===== src/rtl/cursor_move_scheduler.sv =====
// cursor_move_scheduler: latches button moves for cursors A/B, grants them round-robin, applies bounds/collision, publishes over valid/ready.
// Define CURSOR_WRAP_EN to wrap edge moves within their row/column instead of rejecting them.
module cursor_move_scheduler #(
  parameter logic [5:0]  A_INIT = 6'd9,
  parameter logic [5:0]  B_INIT = 6'd14,
  parameter logic [31:0] A_KEYS = {8'd8, 8'd10, 8'd1, 8'd9},
  parameter logic [31:0] B_KEYS = {8'd11, 8'd13, 8'd4, 8'd12}
) (
  input  logic       clk,
  input  logic       rst_n,
  input  logic       button_pressed,
  input  logic [7:0] button_index,
  output logic [7:0] a_index,
  output logic [7:0] b_index,
  output logic       upd_valid,
  input  logic       upd_ready,
  output logic       upd_player,
  output logic [5:0] upd_old,
  output logic [5:0] upd_new,
  output logic       busy,
  output logic [7:0] rej_cnt,
  output logic [7:0] drop_cnt
);
  typedef enum logic [1:0] {IDLE, EVAL, EMIT} state_t;
  state_t state;
  logic [5:0] a_pos, b_pos, own, other, target;
  logic [2:0] row, col;
  logic [1:0] dir_a, dir_b, cur_dir, key_dir;
  logic pressed_q, pend_a, pend_b, last_grant, cur_player;
  logic hit_a, hit_b, set_a, set_b, grant, sel, oob, reject, drop;
  assign a_index = {2'b00, a_pos};
  assign b_index = {2'b00, b_pos};
  always_comb begin
    hit_a = 1'b0;
    hit_b = 1'b0;
    key_dir = 2'd0;
    for (int i = 0; i < 4; i++) begin
      if (button_index == A_KEYS[31-8*i -: 8]) begin
        hit_a = 1'b1;
        key_dir = 2'(i);
      end
      if (button_index == B_KEYS[31-8*i -: 8]) begin
        hit_b = 1'b1;
        key_dir = 2'(i);
      end
    end
  end
  assign set_a = button_pressed & ~pressed_q & hit_a;
  assign set_b = button_pressed & ~pressed_q & hit_b;
  assign grant = (state == IDLE) & (pend_a | pend_b);
  assign sel = pend_b & (~pend_a | ~last_grant);
  // a pend being granted this edge is consumed, not overwritten
  assign drop = (set_a & pend_a & ~(grant & ~sel)) | (set_b & pend_b & ~(grant & sel));
  assign own = cur_player ? b_pos : a_pos;
  assign other = cur_player ? a_pos : b_pos;
  assign row = own[5:3];
  assign col = own[2:0];
  assign target = cur_dir == 2'd0 ? {row, col - 3'd1} :
                  cur_dir == 2'd1 ? {row, col + 3'd1} :
                  cur_dir == 2'd2 ? {row - 3'd1, col} : {row + 3'd1, col};
`ifdef CURSOR_WRAP_EN
  assign oob = 1'b0;
`else
  assign oob = cur_dir == 2'd0 ? col == 3'd0 :
               cur_dir == 2'd1 ? col == 3'd7 :
               cur_dir == 2'd2 ? row == 3'd0 : row == 3'd7;
`endif
  assign reject = oob | (target == other);
  always_ff @(posedge clk or negedge rst_n) begin
    if (!rst_n) begin
      state <= IDLE;
      a_pos <= A_INIT;
      b_pos <= B_INIT;
      pressed_q <= 1'b0;
      pend_a <= 1'b0;
      pend_b <= 1'b0;
      dir_a <= 2'd0;
      dir_b <= 2'd0;
      cur_dir <= 2'd0;
      cur_player <= 1'b0;
      last_grant <= 1'b1;
      upd_valid <= 1'b0;
      upd_player <= 1'b0;
      upd_old <= 6'd0;
      upd_new <= 6'd0;
      busy <= 1'b0;
      rej_cnt <= 8'd0;
      drop_cnt <= 8'd0;
    end else begin
      pressed_q <= button_pressed;
      case (state)
        IDLE: if (grant) begin
          cur_player <= sel;
          cur_dir <= sel ? dir_b : dir_a;
          last_grant <= sel;
          if (sel) pend_b <= 1'b0;
          else pend_a <= 1'b0;
          busy <= 1'b1;
          state <= EVAL;
        end
        EVAL: if (reject) begin
          rej_cnt <= rej_cnt + {7'd0, rej_cnt != 8'hff};
          busy <= 1'b0;
          state <= IDLE;
        end else begin
          if (cur_player) b_pos <= target;
          else a_pos <= target;
          upd_player <= cur_player;
          upd_old <= own;
          upd_new <= target;
          upd_valid <= 1'b1;
          state <= EMIT;
        end
        EMIT: if (upd_ready) begin
          upd_valid <= 1'b0;
          busy <= 1'b0;
          state <= IDLE;
        end
        default: state <= IDLE;
      endcase
      // new presses override a same-edge grant clear
      if (set_a) begin
        pend_a <= 1'b1;
        dir_a <= key_dir;
      end
      if (set_b) begin
        pend_b <= 1'b1;
        dir_b <= key_dir;
      end
      if (drop) drop_cnt <= drop_cnt + {7'd0, drop_cnt != 8'hff};
    end
  end
endmodule

===== config.mk =====
export PLATFORM = sky130hd
export DESIGN_NAME = cursor_move_scheduler
export DESIGN_NICKNAME = d
export VERILOG_FILES = /design/src/rtl/cursor_move_scheduler.sv
export SDC_FILE = /design/constraint.sdc
export NUM_CORES = 1
export LEC_CHECK = 0
export CAP_MARGIN = 0
export CORE_ASPECT_RATIO = 1.5
export CORE_MARGIN = 10
export CORE_UTILIZATION = 30
export DETAILED_ROUTE_END_ITERATION = 6
export PLACE_DENSITY_LB_ADDON = 0.3
export SYNTH_ARGS = -nofsm -noshare
export SYNTH_HDL_FRONTEND = slang
export SYNTH_SLANG_ARGS = --single-unit

===== constraint.sdc =====
create_clock -name clk -period 3.5 [get_ports clk]
set_input_delay 0.35 -clock clk [delete_from_list [all_inputs] [get_ports clk]]
set_output_delay 0.35 -clock clk [all_outputs]
set_load 0.02 [all_outputs]

## Word-level counts from Yosys, hierarchy flattened

Cells that the tools add are included.

| cells by class | value |
|---|---|
| bitwise logic cells | 23 |
| add/sub/neg operators | 6 |
| equal/unequal tests | 22 |
| mux-type cells | 41 |
| reductions and logical operators | 21 |

Operators by type and width:

| cell | count |
|---|---|
| 8-bit by 4-bit equality test with 1-bit output, second input constant | 6 |
| 6-bit 2-to-1 mux | 5 |
| 1-bit 2-to-1 mux | 24 |
| 2-bit 2-to-1 mux | 9 |
| 8-bit by 1-bit adder with 8-bit output | 2 |
| 8-bit inequality test, second input constant | 2 |
| 3-bit AND reduction | 5 |
| 2-bit nonzero test | 6 |
| 1-bit AND | 11 |
| 2-bit inequality test, second input constant | 5 |
| 8-bit by 1-bit equality test with 1-bit output, second input constant | 1 |
| 8-bit by 3-bit equality test with 1-bit output, second input constant | 1 |
| 1-bit NOT | 8 |
| 2-bit AND reduction | 4 |
| 3-bit by 1-bit adder with 3-bit output, second input constant | 2 |
| 3-bit equality test, second input constant | 2 |
| 6-bit equality test | 1 |
| 3-bit logical NOT | 2 |
| 2-bit one-hot mux with 3 select lines | 1 |
| 3-bit by 1-bit subtractor with 3-bit output, second input constant | 2 |
| 2-bit by 1-bit equality test with 1-bit output, second input constant | 2 |
| 2-bit equality test, second input constant | 2 |
| 2-bit logical NOT | 2 |
| 1-bit OR | 4 |
| 4 further kinds | 4 |

| storage, ports and cells | value |
|---|---|
| bits in registers | 56 |
| bits of input ports | 12 |
| word-level logic and storage cells | 131 |
| output and inout bits | 47 |

## Depth between registers and ports, before layout

| depth | value |
|---|---|
| depth in word-level cells | 9 |
| depth in mapped cells | 14 |
| gate-level depth less buffers | 10 |

## Worst setup path before layout

Ideal clock, no wire load.

| timing | value |
|---|---|
| kind | reg-to-reg |
| start point | register cur_player |
| end point | register a_pos[4] |
| setup slack | 0.418 ns |
| clock period less this slack | 3.082 ns |
| data required time | 3.375 ns |
| buffers on the path | 3 |
| stages on the path, launching flop included | 13 |
| arrival time | 2.958 ns |
| setup time | 0.125 ns |
| cell sequence | dfrtp_1 -> buf_6 -> buf_2 -> mux2i_1 -> inv_1 -> ha_1 -> ha_1 -> a32o_1 -> o32a_1 -> a41oi_2 -> buf_6 -> nand4_1 -> mux2_2 |

| on the way | value |
|---|---|
| elaborated cells on any way between the ends | 21 |
| classes of those cells | add/sub: 4; eq/ne: 3; mux: 8; bitwise: 3; reduce/logical: 3 |

RTL lines:

| element | RTL line | text |
|---|---|---|
| start: declaration | 29 | `logic pressed_q, pend_a, pend_b, last_grant, cur_player;` |
| start signal: assignment | 93 | `cur_player <= sel;` |
| 6-bit 2-to-1 mux * | 54 | `assign own = cur_player ? b_pos : a_pos;` |
| via own[0] | 26 | `logic [5:0] a_pos, b_pos, own, other, target;` |
| 3-bit by 1-bit adder with 3-bit output / 6-bit 2-to-1 mux (equally long branches) | 59, 60 |  |
| 6-bit 2-to-1 mux | 59 | `cur_dir == 2'd1 ? {row, col + 3'd1} :` |
| 6-bit 2-to-1 mux | 58 | `assign target = cur_dir == 2'd0 ? {row, col - 3'd1} :` |
| 6-bit equality test | 68 | `assign reject = oob \| (target == other);` |
| 1-bit OR * | 68 |  |
| 1-bit NOT (no line) * | - |  |
| 3-bit AND reduction (no line) * | - |  |
| end signal: assignment | 107 | `else a_pos <= target;` |
| end: declaration | 26 |  |

Mark *: on every way through the listed nets, which the timed path passes. The rest lies on a longest branch.
A chain may end at the register's enable or synchronous reset.

## Worst setup path in the final report

Same ends and word-level chain as after synthesis.

==> summary.txt <==
PortBufs - 54
Switching share of power - 0.3578
RSZ-0062 raised after global routing - no
Critical setup path kind - reg2reg
CP Cell Sequence - buf_4 > mux2i_1 > inv_1 > ha_1 > a32o_1 > o32a_1 > a41oi_2 > buf_4 > nand4_1 > mux2_2
Finished Layout Cells - 449
CTS sink cnt - 56
R2R Path Start - cur_player$_DFFE_PN0P_
Fill cells - 980
# rows - 45
Final WS setup - 0.2284 ns
Leading cell type in the layout, fill and taps excluded - clkdlybuf4s50_1
Fin Setup TNS - 0 ns
CTS Buffer Depth - 2
Worst-margin pin slew - 0.7078 ns
Seq/Total Area, Yosys - 0.4568
Outcome - finished clean
Total GRT Usage - 0.09885
Power per cell area - 616.2 nW/µm²
Total power - 2.401 mW
Synth unique cells - 51
Max rail drop VDD - 197.3 µV
DRC viols - 0
NetSw - 0.8591 mW
Die area - 14820 µm²
Synth Flop Type - dfrtp_1
Final Instance Area - 3896 µm²
Area Growth Syn to Fin - 26.33%
Vias post-DR - 2200
DR pass1 iterations - 4
Core Region - 10080 µm²
Logic pwr share - 0.402
Final Skew - 0.01347 ns
Skew-Pair Late Insertion Delay - 0.30 ns
Placed instance count - 441
Final hold violations - 0
Root buf cell - clkbuf_16
Largest net degree at the start of global routing - 32
Critical path startpoint - cur_player$_DFFE_PN0P_
Hold Crit Class - in2async
Initial antenna violation count - 0
Pre-CTS setup slack - 0.08765 ns
Synthesized instance count - 275
Starting Density - 0.3060
Final net count - 355
Power Internal - 1.542 mW
H-tree level count - 2
Data required, critical path - 3.67 ns
Detailed Place HPWL - 5.312 mm
Routed WL per cell - 15.30 µm
Syn_area_per_cell - 11.22 µm²
Synthesized area - 3084 µm²
CTS Hold Buffers Added - 0
Worst Path Max Fanout - 19
Clock Pin Slew Worst Setup and Hold Paths - 0.07 ns
Final Util - 0.3866
Vias in the first global route - 2331
FF+latch count, synth - 56
Final worst-path cycle share - 0.9347
Peak Freq - 0.3057 GHz
Gr ovfl total - 0
CTS Buf Count - 5
Worst path most repeated cell - buf_4
GP Congestion - 0.7786
First-pass GRT wire length - 11.70 mm
Antenna-violating nets left - 0
DP Area - 3725 µm²
Via-to-Cell Ratio - 4.900
Critical path arrival - 3.44 ns
Die Wd - 102.8 µm
Slew headroom - 0.5281
Antenna fix cells - 0
Worst reg2reg path depth - 10
CP startpoint kind - register
Max-slew violations - 0
Synth Warn # - 0
Fin crit period - 3.272 ns
Maximum Capacitance Violations - 0
Power share of the clock group - 0.238
CTS tree - done
Asr flop ratio synth - 1.000
P_leak - 1.766 nW
Max incr delay on CP - 0.54 ns
Hold slack final - 0.1045 ns
Most frequent cells in the layout - clkdlybuf4s50_1, dfrtp_1, mux2_2, xnor2_1, nand2_1
Iteration-0 DRC Markers - 71
Proportion of layout cells with a drive suffix above 1 - 0.1867
Final setup viols - 0
IO Pins - 59
Die Y - 144.2 µm
Sequential share of power - 0.360
Post-Route WL - 6.868 mm
Post-synth EDFFs - 0
Worst Setup End Kind - register
Slowest CP cell - dfrtp_2
state kept, by name, indices dropped and copies added (netlist names), 2 cells and up:
register  cells
drop_cnt      8
rej_cnt       8
a_pos         6
b_pos         6
upd_new       6
upd_old       6
cur_dir       2
dir_a         2
dir_b         2
state         2
worst max-delay path, delay by kind of cell, from the launching register on:
kind                       cells  cell delay, ns
AOI/OAI and AO/OA              3            0.90
muxes                          2            0.64
buffers and inverters          3            0.58
DFF                            1            0.54
adders and majority gates      1            0.30
and+or+nand+nor                1            0.18
power groups by stage:
stage / clock (mW) / combinational, mW / sequential (mW)
after floorplan: 0 / 0.586 / 0.948
after detailed placement: 0 / 0.974 / 0.880
after global routing: 0.617 / 1.07 / 0.885
after CTS: 0.593 / 0.977 / 0.869
final: 0.570 / 0.965 / 0.865
after global placement: 0 / 0.953 / 0.880
cell usage after synthesis (4+ instances only):
master   instances  area [µm²]
a21oi_1          6       30.03
nand3_1          9       45.04
dfstp_2          6       157.7
nand2_1         22       82.58
buf_4            5       37.54
xnor2_1         22       192.7
xor2_1           9       78.83
mux2_4           4       60.06
nor2_1           7       26.28
o21ai_0          9       45.04
and3_1           6       37.54
nand4_1         11       68.82
mux2i_1          6       60.06
nor2b_1          4       25.02
mux2_2          24       270.3
inv_1           13       48.80
ha_1            11       137.6
dfrtp_1         50        1251
timing repair:
item / 4_1_cts / 5_1_grt
hold endpoints to repair: 0 / 0
gates resized for setup: 0 / 2
endpoints found under the setup margin: 0 / 21
buffers inserted: 0 / 0
area by class of cell:
| class | instances | area [µm²] | area share |
|---|---|---|---|
| multi-input cells | 194 | 1539 | 0.3950 |
| repair buffers | 60 | 580.6 | 0.1490 |
| well taps | 117 | 146.4 | 0.03757 |
| clock buffers | 6 | 128.9 | 0.03308 |
| clock inverters | 2 | 38.79 | 0.009955 |
| inverters | 14 | 52.55 | 0.01349 |
| flip-flops and latches | 56 | 1410 | 0.3619 |
final timing paths:
path | endpoint | slack (ns)
max | a_pos[4]$_DFFE_PN0P_ | 0.23
max reg2reg | a_pos[4]$_DFFE_PN0P_ | 0.23
max in group asynchronous | last_grant$_DFFE_PN1P_ | 2.54
min reg2reg | cur_dir[0]$_DFFE_PN0P_ | 0.48
min | cur_player$_DFFE_PN0P_ | 0.10
min in group clk | cur_dir[0]$_DFFE_PN0P_ | 0.48
per-layer routing:
metal	up-vias	GRT usage	routed length, µm
met1	1083	0.1092	2768
met5	-	0	0
met2	43	0.1765	3670
li1	1070	-	-
met4	0	0.03747	99
met3	4	0.02388	330
logic make-up (layout without fill, tap and decap cells):
kind of cell,Yosys count,in the layout,share of synthesized area
simple gates,77,77,0.1452
flops,56,56,0.4568
compound gates,36,36,0.08236
mux,34,34,0.1266
xor+xnor,31,31,0.08803
buf+inv,28,82,0.04868
fa+ha+maj,12,12,0.05112
other cells,1,4,0.001216
Note: power is estimated with default switching activity, not from simulation.
